## config.mk

```make
export PLATFORM = sky130hd
export DESIGN_NAME = rr_arbiter8
export DESIGN_NICKNAME = d
export VERILOG_FILES = /design/src/rtl/arb_pkg.sv /design/src/rtl/rr_pick.sv /design/src/rtl/rr_arbiter8.sv
export SDC_FILE = /design/constraint.sdc
export NUM_CORES = 1
export LEC_CHECK = 0
export BUFFER_PORTS_ARGS = -buffer_cell sky130_fd_sc_hd__buf_2
export CAP_MARGIN = 20
export CORE_ASPECT_RATIO = 2
export CORE_MARGIN = 2
export CORE_UTILIZATION = 59
export DETAILED_ROUTE_END_ITERATION = 8
export PLACE_DENSITY_LB_ADDON = 0.3
export SLEW_MARGIN = 5
export SYNTH_ARGS = -nofsm -noshare
export SYNTH_HDL_FRONTEND = slang
export SYNTH_HIERARCHICAL = 1
export SYNTH_SLANG_ARGS = --single-unit
```

## constraint.sdc

```tcl
create_clock -name clk -period 4.3 [get_ports clk]
set_input_delay 0 -clock clk [delete_from_list [all_inputs] [get_ports clk]]
set_output_delay 0 -clock clk [all_outputs]
set_load 0.03 [all_outputs]
```

## src/rtl/arb_pkg.sv

```systemverilog
// Shared types and helpers for the round-robin arbiter.
//   state_e  : arbiter FSM states
//   *_DEF    : default sizing of the 8-requester configuration
//   onehot() : index -> one-hot vector, bit i set for index i
package arb_pkg;

    typedef enum logic {
        IDLE  = 1'b0,
        GRANT = 1'b1
    } state_e;

    localparam int N_REQ_DEF    = 8;
    localparam int IDX_W_DEF    = 3;
    localparam int MAX_HOLD_DEF = 16;

    function automatic logic [N_REQ_DEF-1:0] onehot(input logic [IDX_W_DEF-1:0] idx);
        logic [N_REQ_DEF-1:0] v;
        v      = '0;
        v[idx] = 1'b1;
        return v;
    endfunction

endpackage

```

## src/rtl/rr_pick.sv

```systemverilog
// Combinational round-robin pick.
//   req  : request vector
//   last : index of the previous owner; the search starts at last+1
//   any  : at least one request is set
//   pick : first set request found scanning circularly from last+1
module rr_pick #(
    parameter int N_REQ = 8,
    parameter int IDX_W = 3
) (
    input  logic [N_REQ-1:0] req,
    input  logic [IDX_W-1:0] last,
    output logic             any,
    output logic [IDX_W-1:0] pick
);

    int start;
    int src;

    assign any = |req;

    // Scan the rotated vector from its highest offset down to offset 0 so
    // the lowest rotated offset (nearest to last+1) is the one that sticks;
    // un-rotating is just (start + offset) mod N_REQ.
    always_comb begin
        start = (int'(last) >= N_REQ - 1) ? 0 : int'(last) + 1;
        src   = 0;
        pick  = '0;
        for (int k = N_REQ - 1; k >= 0; k--) begin
            src = (start + k) % N_REQ;
            if (req[IDX_W'(src)]) pick = IDX_W'(src);
        end
    end

endmodule

```

## src/rtl/rr_arbiter8.sv

```systemverilog
// Round-robin arbiter sharing one downstream resource among N_REQ requesters.
//   clk, rst_n : clock, asynchronous active-low reset
//   req        : level-sensitive request vector
//   done       : owner finished (only looked at while a grant is active)
//   gnt        : registered one-hot grant
//   gnt_idx    : registered binary index of the grant (bit i -> code i)
//   gnt_valid  : a grant is active
//   timeout    : one-cycle pulse after a grant is revoked by MAX_HOLD
// A grant is released on done, on the owner dropping its request, or when it
// has been held MAX_HOLD cycles. Every release is followed by exactly one
// idle cycle before the next grant.
module rr_arbiter8
    import arb_pkg::*;
#(
    parameter int N_REQ    = N_REQ_DEF,
    parameter int IDX_W    = IDX_W_DEF,
    parameter int MAX_HOLD = MAX_HOLD_DEF,
    parameter int CNT_W    = 5
) (
    input  logic             clk,
    input  logic             rst_n,
    input  logic [N_REQ-1:0] req,
    input  logic             done,
    output logic [N_REQ-1:0] gnt,
    output logic [IDX_W-1:0] gnt_idx,
    output logic             gnt_valid,
    output logic             timeout
);

    localparam bit               TO_EN     = (MAX_HOLD != 0);
    // With the timeout disabled the counter simply parks at all-ones.
    localparam logic [CNT_W-1:0] HOLD_LAST = TO_EN ? CNT_W'(MAX_HOLD - 1) : '1;

    state_e           state_q, state_d;
    logic [N_REQ-1:0] gnt_q, gnt_d;
    logic [IDX_W-1:0] gnt_idx_q, gnt_idx_d;
    logic             gnt_valid_q, gnt_valid_d;
    logic             timeout_q, timeout_d;
    logic [CNT_W-1:0] hold_cnt_q, hold_cnt_d;
    logic [IDX_W-1:0] last_q, last_d;

    logic             any;
    logic [IDX_W-1:0] pick;
    logic             owner_req;
    logic             hold_hit;

    rr_pick #(
        .N_REQ (N_REQ),
        .IDX_W (IDX_W)
    ) u_pick (
        .req  (req),
        .last (last_q),
        .any  (any),
        .pick (pick)
    );

    assign owner_req = req[gnt_idx_q];
    assign hold_hit  = TO_EN && (hold_cnt_q == HOLD_LAST);

    always_comb begin
        state_d     = state_q;
        gnt_d       = gnt_q;
        gnt_idx_d   = gnt_idx_q;
        gnt_valid_d = gnt_valid_q;
        timeout_d   = 1'b0;
        hold_cnt_d  = hold_cnt_q;
        last_d      = last_q;

        case (state_q)
            IDLE: begin
                if (any) begin
                    state_d     = GRANT;
                    gnt_d       = N_REQ'(onehot(IDX_W_DEF'(pick)));
                    gnt_idx_d   = pick;
                    gnt_valid_d = 1'b1;
                    hold_cnt_d  = '0;
                end
            end
            GRANT: begin
                if (done || !owner_req || hold_hit) begin
                    state_d     = IDLE;
                    gnt_d       = '0;
                    gnt_valid_d = 1'b0;
                    hold_cnt_d  = '0;
                    last_d      = gnt_idx_q;
                    // Only a pure hold-limit release reports a timeout;
                    // done and a dropped request take precedence.
                    timeout_d   = hold_hit && !done && owner_req;
                end else if (hold_cnt_q != HOLD_LAST) begin
                    hold_cnt_d = hold_cnt_q + CNT_W'(1);
                end
            end
            default: state_d = IDLE;
        endcase
    end

    always_ff @(posedge clk or negedge rst_n) begin
        if (!rst_n) begin
            state_q     <= IDLE;
            gnt_q       <= '0;
            gnt_idx_q   <= '0;
            gnt_valid_q <= 1'b0;
            timeout_q   <= 1'b0;
            hold_cnt_q  <= '0;
            last_q      <= IDX_W'(N_REQ - 1);
        end else begin
            state_q     <= state_d;
            gnt_q       <= gnt_d;
            gnt_idx_q   <= gnt_idx_d;
            gnt_valid_q <= gnt_valid_d;
            timeout_q   <= timeout_d;
            hold_cnt_q  <= hold_cnt_d;
            last_q      <= last_d;
        end
    end

    assign gnt       = gnt_q;
    assign gnt_idx   = gnt_idx_q;
    assign gnt_valid = gnt_valid_q;
    assign timeout   = timeout_q;

endmodule
```

==> out/metrics.yaml <==
endpoint: "gnt[1]"
final_cell_mix: "28 x mux2i_1, 23 x buf_2, 19 x dfrtp_1"
grt_pass1_wl_um: 7679
period_share: 0.9353
slew_headroom: 0.6245
drtAntennaViolNets: 0
reg2regPathDepth: 16
ios: 24
yosys_most_used_dff: "dfrtp_1"
clock_latency_ns: 0.26
cts_root_buffer: "clkbuf_8"
crit_top_cell: "ha_1"
crit_fanout: 10
area_growth_pct: 9.268
path_clk_slew_ns: 0.08
r2r_slack_ns: 0.28
htree_levels: 1
hp-start: "done"
timing.fmax_mhz: 248.7
final_common_cell: "mux2i_1"
cts.sinks: 22
critPathBufInv: 2
clock_skew_ns: 0.004712
die_h_um: 87.40
grt_max_degree: 23
outcome: "complete, no violations"
antenna_found_initial: 0
fin_ws_ns: 0.2784
startpoint_type: "flop"
first_global_vias: 1687
drive_above_1_share: 0.2490
portBuffers: 23
insertedDiodeCount: 0
critPathRequiredTime_ns: 4.42
wl_per_cell_um: 17.16
num_vias: 1747
cp_slowest_cell: "dfstp_2"
finalSetupViolCount: 0
synth_seq_area_share: 0.2701
placed_cells: 268
cpPeakStageDelay_ns: 0.56
async_reset_ff_frac: 1.000
ys_seq_elements: 22
grt_util_all_layers: 0.2590
overflow: 0
clk_path_buf_depth: 2
final_cells: 273
dp_hpwl_um: 3724
fillCellCount: 289
maxCapViolations: 0
wl_um: 4686
nets: 260
end_kind: "flop"
hold_viol: 0
coreArea_mm2: 0.003378
tightest_slew_ns: 0.5619
synth_cells: 218
yosysWarnings: 6
period_minus_slack_ns: 4.022
hold_path.class: "in2reg"
synth.distinct_cells: 65
crit_type: "reg2reg"
cts_made_buffers: 3
synth.net_count: 236
drt_iter0_drc: 49
initial_core_util: 0.6074
cts_tree: "done"
synth_area_mm2: 0.002052
tns_ns: 0
detail_route.first_pass.iterations: 4
design_area_mm2: 0.002242
preCtsSetupSlack_ns: 0.1816
whs_path_depth: 4
rsz0062_at_grt: "false"
path_delay_family: "compound AO/OA/AOI/OAI gates"
worstReg2RegStart: "last_q[0]"
path_cells: "ha_1 > ha_1 > or2_4 > inv_6 > ha_1 > buf_4 > mux2i_1 > mux2i_1 > and3_1 > a21oi_1 > nor2_1 > o41ai_1 > o31a_1 > nor2_1 > a31oi_1 > o22ai_2"
critPathLaunch: "last_q[0]"
via_per_inst: 6.399
drc_errors: 0
die_w_um: 45.70
die_area_mm2: 0.003994
timing.rr.end: "gnt[1]"
arrival_ns: 4.14
cp.depth: 16
place.gp.congestion: 0.9032
placed_area_mm2: 0.002175
syn_area_per_cell_um2: 9.413
synth_edf_count: 0
slew_violations: 0
num_rows: 30
[what timing repair did]
action	4_1_cts	5_1_grt
hold buffers	1	0
buffers inserted	0	0
resized for setup	0	1
hold endpoints to repair	19	0
endpoints found under the setup margin	0	8
[per-stage QoR]
| stage | utilization | hold WS [ns] |
|---|---|---|
| after floorplan | - | -0.2956 |
| after global placement | 0.6437 | -0.009589 |
| after detailed placement | 0.6437 | -0.01204 |
| after CTS | 0.6630 | 0.08559 |
| after global routing | 0.6637 | 0.1093 |
| final | 0.6637 | 0.07995 |
[logic make-up after synthesis]
group	Yosys count	synth area share
xor gates and xnor gates	3	0.01647
adders and majority gates	7	0.04268
DFF	22	0.2701
AOI/OAI and AO/OA	54	0.2152
buffers and inverters	26	0.06402
muxes	41	0.2128
and+or+nand+nor	65	0.1787
[layer usage]
| metal | GRT usage | share of wire | vias to the layer above |
|---|---|---|---|
| li1 | - | - | 849 |
| met1 | 0.2480 | 0.36 | 830 |
| met2 | 0.4750 | 0.57 | 52 |
| met3 | 0.04772 | 0.027 | 16 |
| met4 | 0.1506 | 0.041 | 0 |
| met5 | 0 | 0 | - |
[worst min-delay path, delay by kind of cell]
| family | cells | cell delay [ns] |
|---|---|---|
| AOI/OAI and AO/OA | 1 | 0.05 |
| and+or+nand+nor | 2 | 0.15 |
| buffers and inverters | 1 | 0.10 |
[worst min-delay path by stage]
| stage | to | slack [ns] |
|---|---|---|
| floorplan | gnt[0] | -0.30 |
| global placement | timeout | -0.01 |
| detailed placement | timeout | -0.01 |
| CTS | timeout | 0.09 |
| global route | timeout | 0.11 |
| finish | timeout | 0.08 |
[cells in the mapped netlist (all sizes together) (2+ instances only)]
library cell,number,area (µm²)
mux2i,32,335.3
dfrtp,19,475.5
inv,17,68.81
nand2,14,52.55
nor2,14,52.55
o21ai,12,60.05
mux2,9,101.3
buf,7,55.05
ha,7,87.58
nand2b,6,37.54
o22ai,6,68.82
and3,5,31.28
nand3,5,25.02
nor2b,5,31.28
a31oi,4,31.28
o2bb2ai,4,35.03
a21oi,3,15.01
a2bb2oi,3,26.28
dfstp,3,78.83
nand4b,3,41.29
o31ai,3,22.52
a211oi,2,15.01
a21o,2,16.27
a22oi,2,20.02
clkbuf,2,7.510
nor3,2,15.01
nor4,2,12.51
o21bai,2,15.01
xor2,2,25.03
[state kept, by name, indices dropped and copies added (netlist names)]
name and count:
timeout 1, gnt 8, last_q 3, gnt_idx 3, hold_cnt_q 5, gnt_valid 1
state_q 1
[cell type report]
type                       instances  area (µm²)  area share
tap                               32       40.04     0.01786
sequential                        22       554.3      0.2472
timing repair buffer              28       155.1     0.06920
clock buffer                       4       55.05     0.02455
inverter                          17       68.82     0.03069
multi-input combinational        170        1369      0.6105
Power is left out: the tool's default activity adds up to more than one toggle a clock period on the data nets, which glitch-free logic cannot reach.
